[config.mk]
export PLATFORM = sky130hd
export DESIGN_NAME = instr_fetch
export DESIGN_NICKNAME = d
export VERILOG_FILES = /design/src/rtl/fetch_pkg.sv /design/src/rtl/branch_target.sv /design/src/rtl/instr_fetch.sv
export VERILOG_INCLUDE_DIRS = /design/src /design/src/rtl
export SDC_FILE = /design/constraint.sdc
export NUM_CORES = 1
export LEC_CHECK = 0
export ABC_AREA = 1
export ABC_CLOCK_PERIOD_IN_PS = 1830
export BUFFER_PORTS_ARGS = -buffer_cell sky130_fd_sc_hd__clkbuf_2
export CORE_UTILIZATION = 52
export DETAILED_ROUTE_END_ITERATION = 8
export GPL_ROUTABILITY_DRIVEN = 1
export PLACE_DENSITY_LB_ADDON = 0.25
export SLEW_MARGIN = 20
export SYNTH_ARGS = -nofsm -noshare
export SYNTH_HDL_FRONTEND = slang
export SYNTH_HIERARCHICAL = 1
export SYNTH_SLANG_ARGS = --single-unit
[constraint.sdc]
create_clock -name clk -period 1.83 [get_ports clk]
set_input_delay 0.0915 -clock clk [delete_from_list [all_inputs] [get_ports clk]]
set_output_delay 0.0915 -clock clk [all_outputs]
set_load 0.01 [all_outputs]
[src/rtl/opcodes.sv]
// Opcode definitions for the processor's instruction set, shared by fetch and decode.
`ifndef OPCODES_SV
`define OPCODES_SV
`define NOP 6'h00
`define ADD 6'h01
`define BEQ 6'h10
`define JMP 6'h11
`endif

[src/rtl/fetch_pkg.sv]
// Shared types and constants for the instruction fetch stage.
package fetch_pkg;

    typedef enum logic [1:0] {
        IDLE  = 2'd0,
        RUN   = 2'd1,
        STALL = 2'd2,
        HALT  = 2'd3
    } fetch_state_t;

    localparam int OPCODE_WIDTH = 6;

endpackage

[src/rtl/branch_target.sv]
// Next-PC arithmetic: sequential increment or PC-relative branch, modulo 2^PC_WIDTH.
module branch_target #(
    parameter int PC_WIDTH     = 8,
    parameter int OFFSET_WIDTH = 8
) (
    input  logic [PC_WIDTH-1:0]     pc,
    input  logic [OFFSET_WIDTH-1:0] offset,
    input  logic                    pc_rel_branch,
    output logic [PC_WIDTH-1:0]     next_pc,
    output logic                    self_jump
);

    logic signed [PC_WIDTH-1:0] offset_ext;

    // Sign-extend, then add unsigned so the sum wraps naturally at the PC width.
    assign offset_ext = PC_WIDTH'(signed'(offset));
    assign next_pc    = pc_rel_branch ? pc + PC_WIDTH'(offset_ext) : pc + PC_WIDTH'(1);
    assign self_jump  = pc_rel_branch && (offset == '0);

endmodule

[src/rtl/instr_fetch.sv]
// Program counter, run/stall/halt control and retired-instruction counter feeding the decoder.
`include "opcodes.sv"

module instr_fetch
    import fetch_pkg::*;
#(
    parameter int PC_WIDTH     = 8,
    parameter int INSTR_WIDTH  = 24,
    parameter int OFFSET_WIDTH = 8,
    parameter int CNT_WIDTH    = 16
) (
    input  logic                   clk,
    input  logic                   reset,
    input  logic                   run,
    input  logic                   stall,
    input  logic                   pc_rel_branch,
    input  logic [INSTR_WIDTH-1:0] instr,
    output logic [PC_WIDTH-1:0]    pc,
    output logic [5:0]             opcode,
    output logic                   instr_valid,
    output logic                   halted,
    output logic [CNT_WIDTH-1:0]   retired
);

    fetch_state_t          state;
    fetch_state_t          state_next;
    logic [PC_WIDTH-1:0]   next_pc;
    logic                  self_jump;
    logic                  retire;
    logic                  unused_instr;

    function automatic logic [CNT_WIDTH-1:0] sat_inc(input logic [CNT_WIDTH-1:0] v);
        return (&v) ? v : v + CNT_WIDTH'(1);
    endfunction

    branch_target #(
        .PC_WIDTH     (PC_WIDTH),
        .OFFSET_WIDTH (OFFSET_WIDTH)
    ) u_branch_target (
        .pc            (pc),
        .offset        (instr[OFFSET_WIDTH-1:0]),
        .pc_rel_branch (pc_rel_branch),
        .next_pc       (next_pc),
        .self_jump     (self_jump)
    );

    // Bits between opcode and offset belong to the decoder, not to fetch.
    assign unused_instr = ^instr;

    // A stall in RUN wins over any branch: nothing retires and pc holds.
    assign retire = (state == RUN) && !stall;

    always_ff @(posedge clk or posedge reset) begin
        if (reset) begin
            state <= IDLE;
        end else begin
            state <= state_next;
        end
    end

    always_comb begin
        state_next = IDLE;
        case (state)
            IDLE:    state_next = run ? RUN : IDLE;
            RUN:     state_next = stall ? STALL : (self_jump ? HALT : RUN);
            STALL:   state_next = stall ? STALL : RUN;
            HALT:    state_next = HALT;
            default: state_next = IDLE;
        endcase
    end

    always_comb begin
        instr_valid = (state == RUN);
        halted      = (state == HALT);
        opcode      = `NOP;
        if (state == RUN) begin
            opcode = instr[INSTR_WIDTH-1 -: OPCODE_WIDTH];
        end
    end

    always_ff @(posedge clk or posedge reset) begin
        if (reset) begin
            pc      <= '0;
            retired <= '0;
        end else begin
            if (state == IDLE) begin
                pc <= '0;
            end else if (retire) begin
                pc <= next_pc;
            end
            if (retire) begin
                retired <= sat_inc(retired);
            end
        end
    end

endmodule
==> results of run 1 <==
-- cell type report --
type / count / area [um^2] / share of cell area, %
Sequential cell: 26 / 650.6 / 27.08
Inverter: 56 / 210.2 / 8.750
Timing Repair Buffer: 56 / 297.8 / 12.40
Multi-Input combinational cell: 211 / 1142 / 47.55
Tap cell: 48 / 60.06 / 2.500
Clock buffer: 3 / 41.29 / 1.719
-- final timing paths --
path | startpoint | endpoint | slack [ns] | cells after the start
max in group asynchronous | reset | pc[6] | 1.16 | 4
worst max-delay path | retired[1] | retired[1] | 0.20 | 9
worst max register to register | retired[1] | retired[1] | 0.20 | 9
min in group asynchronous | reset | retired[3] | 0.41 | 4
worst min register to register | retired[14] | retired[14] | 0.54 | 2
worst min-delay path | run | state[0] | 0.04 | 3
-- what timing repair did --
item,CTS,global route
resized for setup,0,1
buffers inserted,0,1
hold endpoints to repair,26,0
endpoints found under the setup margin,0,1
hold buffers,1,0
-- flip-flops by register name, summed over array words and instances (netlist names) --
signal / cells
state: 2
pc: 8
retired: 16
-- kinds of logic (layout without fill, tap and decap cells) --
logic type	count (synthesis)	after routing	share of synthesized area, %
AND/OR/NAND/NOR	172	172	39.49
AO/OA/AOI/OAI	22	22	7.270
XOR/XNOR	8	8	3.451
adder cells (fa/ha/maj)	9	9	5.915
flip-flops	26	26	32.04
buffers and inverters	59	115	11.83
-- worst max-delay path, cell delays in order, from the launching register on --
cell and delay (ns):
dfrtp_1 0.44, ha_1 0.29, nand3_4 0.14, inv_2 0.05, nand2_4 0.07, nor2_4 0.05
nor2_4 0.09, clkinv_1 0.22, nand2_1 0.13, nand2_1 0.05
-- synthesized netlist by cell type --
cell,instances
nand3b_1,2
nor2_4,4
buf_6,2
inv_2,2
nand2_1,97
nor2_1,27
clkinv_1,2
nand4_1,5
dfrtp_1,26
o21ai_2,7
nand3_1,16
a21oi_4,1
or2_4,1
a21oi_1,2
ha_1,8
nor3_1,1
nand3_4,1
xor2_1,5
o21ai_1,1
nand2_2,9
buf_4,1
xnor2_1,3
nor2_2,3
nor3b_1,1
fa_1,1
o21ai_0,11
inv_1,52
nand2_4,4
or2_1,1
-- per-layer routing --
layer	GRT usage (%)	vias up	routed length, um
met5	0	-	0
met3	3.873	4	166
met2	40.92	45	2054
met1	28.01	853	1956
li1	-	1010	-
met4	5.556	0	23
-- stage by stage --
step | util [%] | std cells | power [uW] | hold WS, ns | setup slack, ns
2_1_floorplan | - | 296 | 1928 | 0.1315 | 0.2408
3_3_place_gp | 63.00 | 395 | 2319 | 0.1496 | 0.1949
3_5_place_dp | 63.00 | 395 | 2359 | 0.1542 | 0.1623
4_1_cts | 64.38 | 399 | 2705 | 0.03216 | 0.1409
5_1_grt | 64.65 | 400 | 2960 | 0.06803 | 0.04202
6_report | 64.65 | 400 | 2693 | 0.03913 | 0.2019
-- power by group through the flow --
stage / Sequential (uW) / Clock, uW / Combinational [uW]
CTS: 989 / 344 / 1370
floorplan: 1040 / 0 / 887
detailed placement: 998 / 0 / 1360
global placement: 995 / 0 / 1320
global route: 1020 / 362 / 1580
finish: 991 / 332 / 1370
==> results.cfg, run 1 <==
[synth]
avgSynthCellArea_um2 = 6.860
ys_seq_area_share_pct = 32.04
yosysTopAreaCell = dfrtp_1
yosysTopAreaCellShare_pct = 32.04
yosys_warnings = 6
ys_top_cells_by_area = dfrtp_1 (32%), nand2_1 (18%), inv_1 (9.6%)
syn_area_mm2 = 0.002031
synth_seq_cells = 26
synthCells = 296
syn_nets = 334
synth.distinct_cells = 29

[power]
p_comb_share_pct = 50.9
p_switching_uw = 1226
power.share.clock_pct = 12.3
switching_share_pct = 45.53
p_leak_uw = 0.001353
power_frac_seq_pct = 36.8
power_density_mw_per_mm2 = 1121
ir_worst_vdd_mv = 0.5936
p_int_uw = 1467

[cts]
clkSinkCount = 26
cts-buffers-inserted = 3
cts_tree = done
clock-root-buffer = clkbuf_8
clk_pin_slew_ns = 0.09
insertion_delay_ns = 0.27
cts_buffer_depth = 2
htreeDepth = 1

[detailed_routing]
wl_per_cell_um = 10.50
dr.pass1.iters = 4
vias = 1912
detail_route.drc_violations = 0
drt-initial-drc-count = 63
vias_per_cell = 4.780
drt_wl_total_mm = 4.200
antenna_left = 0

[worst_setup_path]
worstPathRequired_ns = 2.00
cp.arrival_ns = 1.80
start_kind = flop
crit_type = flop to flop
path_max_fanout = 7
cp-end-kind = flop

[floorplanning]
die_w_um = 64.49
rows = 22
start_util_pct = 54.65
dieArea_mm2 = 0.004159
core-area_mm2 = 0.003716
die_h_um = 64.49
ios = 61

[layout]
syn_to_final_growth_pct = 18.30
num_antenna_cells = 0
final_common_cell = nand2_1
fin_nets = 392
final_area_mm2 = 0.002402
final_layout_size_suffix_gt1_share_pct = 25.85
mostFrequentLayoutCells = nand2_1 (97), inv_1 (52), clkbuf_2 (50), nor2_1 (27), dfrtp_1 (26)
nFillCells = 348

[timing]
rsz0062_at_grt = false
finalCritPeriodShare_pct = 88.97
finalHoldViolCount = 0
fmax_mhz = 614.2
setup_viol = 0
final_max_slew_viol_count = 0
setup_tns_ns = 0
final.setup_skew_ns = 0.005001
slew_headroom_pct = 62.76
tightest_slew_ns = 0.5587
period_needed_ns = 1.628

[global_routing]
grt_pass1_vias = 1819
antenna_found_initial = 0
grt_max_degree = 27
grt-ovfl-total = 0
grtUsageTotal_pct = 22.73
grt_first_pass_wirelength_mm = 7.548

[placed_design]
gp_congestion = 0.8554
io_buffers = 50
dpl_cell_area_mm2 = 0.002341
hpwl_mm = 3.253

[run_status]
outcome = completed

[hold_path]
hold_path_class = input pin to flop

[flow_run]
max_cap_violations = 0
Note: power is estimated with default switching activity, not from simulation.
==> run 2, diff against run 1 <==
--- a/config.mk
+++ b/config.mk
@@ -13,6 +13,7 @@
 export DETAILED_ROUTE_END_ITERATION = 8
 export GPL_ROUTABILITY_DRIVEN = 1
 export PLACE_DENSITY_LB_ADDON = 0.25
+export RECOVER_POWER = 25
 export SLEW_MARGIN = 20
 export SYNTH_ARGS = -nofsm -noshare
 export SYNTH_HDL_FRONTEND = slang
==> results.cfg, run 2 (synthesis gave the netlist of run 1 again) <==
[run_status]
outcome = completed

[power]
power.share.clock_pct = 12.3
total_power_uw = 2692
ir_worst_vdd_mv = 0.5936
power_density_mw_per_mm2 = 1122
p_switching_uw = 1226
p_comb_share_pct = 50.9
p_int_uw = 1466
p_leak_uw = 0.001353
switching_share_pct = 45.54
power_frac_seq_pct = 36.8

[layout]
final_common_cell = nand2_1
nFillCells = 349
postLayoutCoreUtil_pct = 64.58
largestRegisters = retired (16), pc (8), state (2)
final_layout_size_suffix_gt1_share_pct = 25.85
final_area_mm2 = 0.002400
syn_to_final_growth_pct = 18.18
multi_input_area_mm2 = 0.001142
mostFrequentLayoutCells = nand2_1 (97), inv_1 (52), clkbuf_2 (51), nor2_1 (27), dfrtp_1 (26)
largest_register_ffs = 16
register_area_um2 = 650.6
regMostFlops = retired
num_antenna_cells = 0
fin_nets = 392
final_cells = 400

[timing]
slew_headroom_pct = 55.70
period_needed_ns = 1.628
fmax_mhz = 614.2
finalCritPeriodShare_pct = 88.97
rsz0062_at_grt = false
tightest_slew_ns = 0.6645
setup_tns_ns = 0
final.setup_skew_ns = 0.005173
setup_viol = 0
finalHoldViolCount = 0
final_max_slew_viol_count = 0

[placed_design]
placed_cells = 395
gp_congestion = 0.8554
hpwl_mm = 3.253
dpl_cell_area_mm2 = 0.002341
io_buffers = 50

[worst_setup_path]
path_max_fanout = 7
worstPathRequired_ns = 2.00
cp-end-kind = flop
crit_type = flop to flop
cp.arrival_ns = 1.80
start_kind = flop

[floorplanning]
start_util_pct = 54.65
ios = 61
rows = 22
dieArea_mm2 = 0.004159
core-area_mm2 = 0.003716
die_w_um = 64.49
die_h_um = 64.49

[flow_run]
max_cap_violations = 0

[global_routing]
grt_pass1_vias = 1819
grtUsageTotal_pct = 22.73
grt_first_pass_wirelength_mm = 7.548
grt_max_degree = 27
grt-ovfl-total = 0
antenna_found_initial = 0

[cts]
cts-buffers-inserted = 3
clkSinkCount = 26
cts_buffer_depth = 2
cts_tree = done
clk_pin_slew_ns = 0.09
htreeDepth = 1
insertion_delay_ns = 0.27
clock-root-buffer = clkbuf_8

[detailed_routing]
vias = 1912
drt_wl_total_mm = 4.200
drt-initial-drc-count = 63
detail_route.drc_violations = 0
antenna_left = 0
vias_per_cell = 4.780
dr.pass1.iters = 4
wl_per_cell_um = 10.50

[hold_path]
hold_path_class = input pin to flop
run 2: changes by cell type in the layout (fill, tap and decap cells not counted):
cell,previous run,this run
buf_4,5,4
clkbuf_2,50,51
run 2: power by group through the flow:
stage / Sequential [uW] / Combinational (uW) / Clock [uW]
6_report: 991 / 1370 / 331
3_3_place_gp: 995 / 1320 / 0
3_5_place_dp: 998 / 1360 / 0
5_1_grt: 1020 / 1580 / 362
2_1_floorplan: 1040 / 887 / 0
4_1_cts: 989 / 1370 / 344
run 2: through the flow:
step / worst slack (ns) / hold slack [ns]
2_1_floorplan: 0.2408 / 0.1315
3_3_place_gp: 0.1949 / 0.1496
3_5_place_dp: 0.1623 / 0.1542
4_1_cts: 0.1409 / 0.03216
5_1_grt: 0.04202 / 0.06803
6_report: 0.2019 / 0.03927
run 2: cell type report:
type / count / share of cell area, %
Clock buffer: 3 / 1.721
Inverter: 56 / 8.759
Multi-Input combinational cell: 211 / 47.60
Sequential cell: 26 / 27.11
Tap cell: 48 / 2.503
Timing Repair Buffer: 56 / 12.30
run 2: per-layer routing:
metal | part of all wire, % | GRT usage (%) | wire length (um) | up-vias
met5 | 0 | 0 | 0 | -
met4 | 0.55 | 5.556 | 23 | 0
met3 | 4.0 | 3.873 | 166 | 4
met2 | 49 | 40.92 | 2054 | 45
met1 | 47 | 28.01 | 1955 | 853
li1 | - | - | - | 1010
run 2: path summary, 6_finish.rpt:
| path | startpoint | to | slack (ns) | cells after the start |
|---|---|---|---|---|
| setup / recovery | retired[1] | retired[1] | 0.20 | 9 |
| hold / removal | run | state[0] | 0.04 | 3 |
| setup reg to reg | retired[1] | retired[1] | 0.20 | 9 |
| hold reg to reg | retired[14] | retired[14] | 0.54 | 2 |
| max in group asynchronous | reset | pc[6] | 0.87 | 4 |
| min in group asynchronous | reset | retired[3] | 0.53 | 4 |
run 2: critical path, cell delays in order, from the launching register on:
cell and delay, ns:
dfrtp_1 0.44, ha_1 0.29, nand3_4 0.14, inv_2 0.05
nand2_4 0.07, nor2_4 0.05, nor2_4 0.09, clkinv_1 0.22
nand2_1 0.13, nand2_1 0.05
run 2: what timing repair did:
action                                 4_1_cts  5_1_grt
endpoints found under the hold margin       26        0
gates resized for setup                      0        1
setup endpoints to repair                    0        1
setup buffers                                0        1
hold buffers                                 1        0
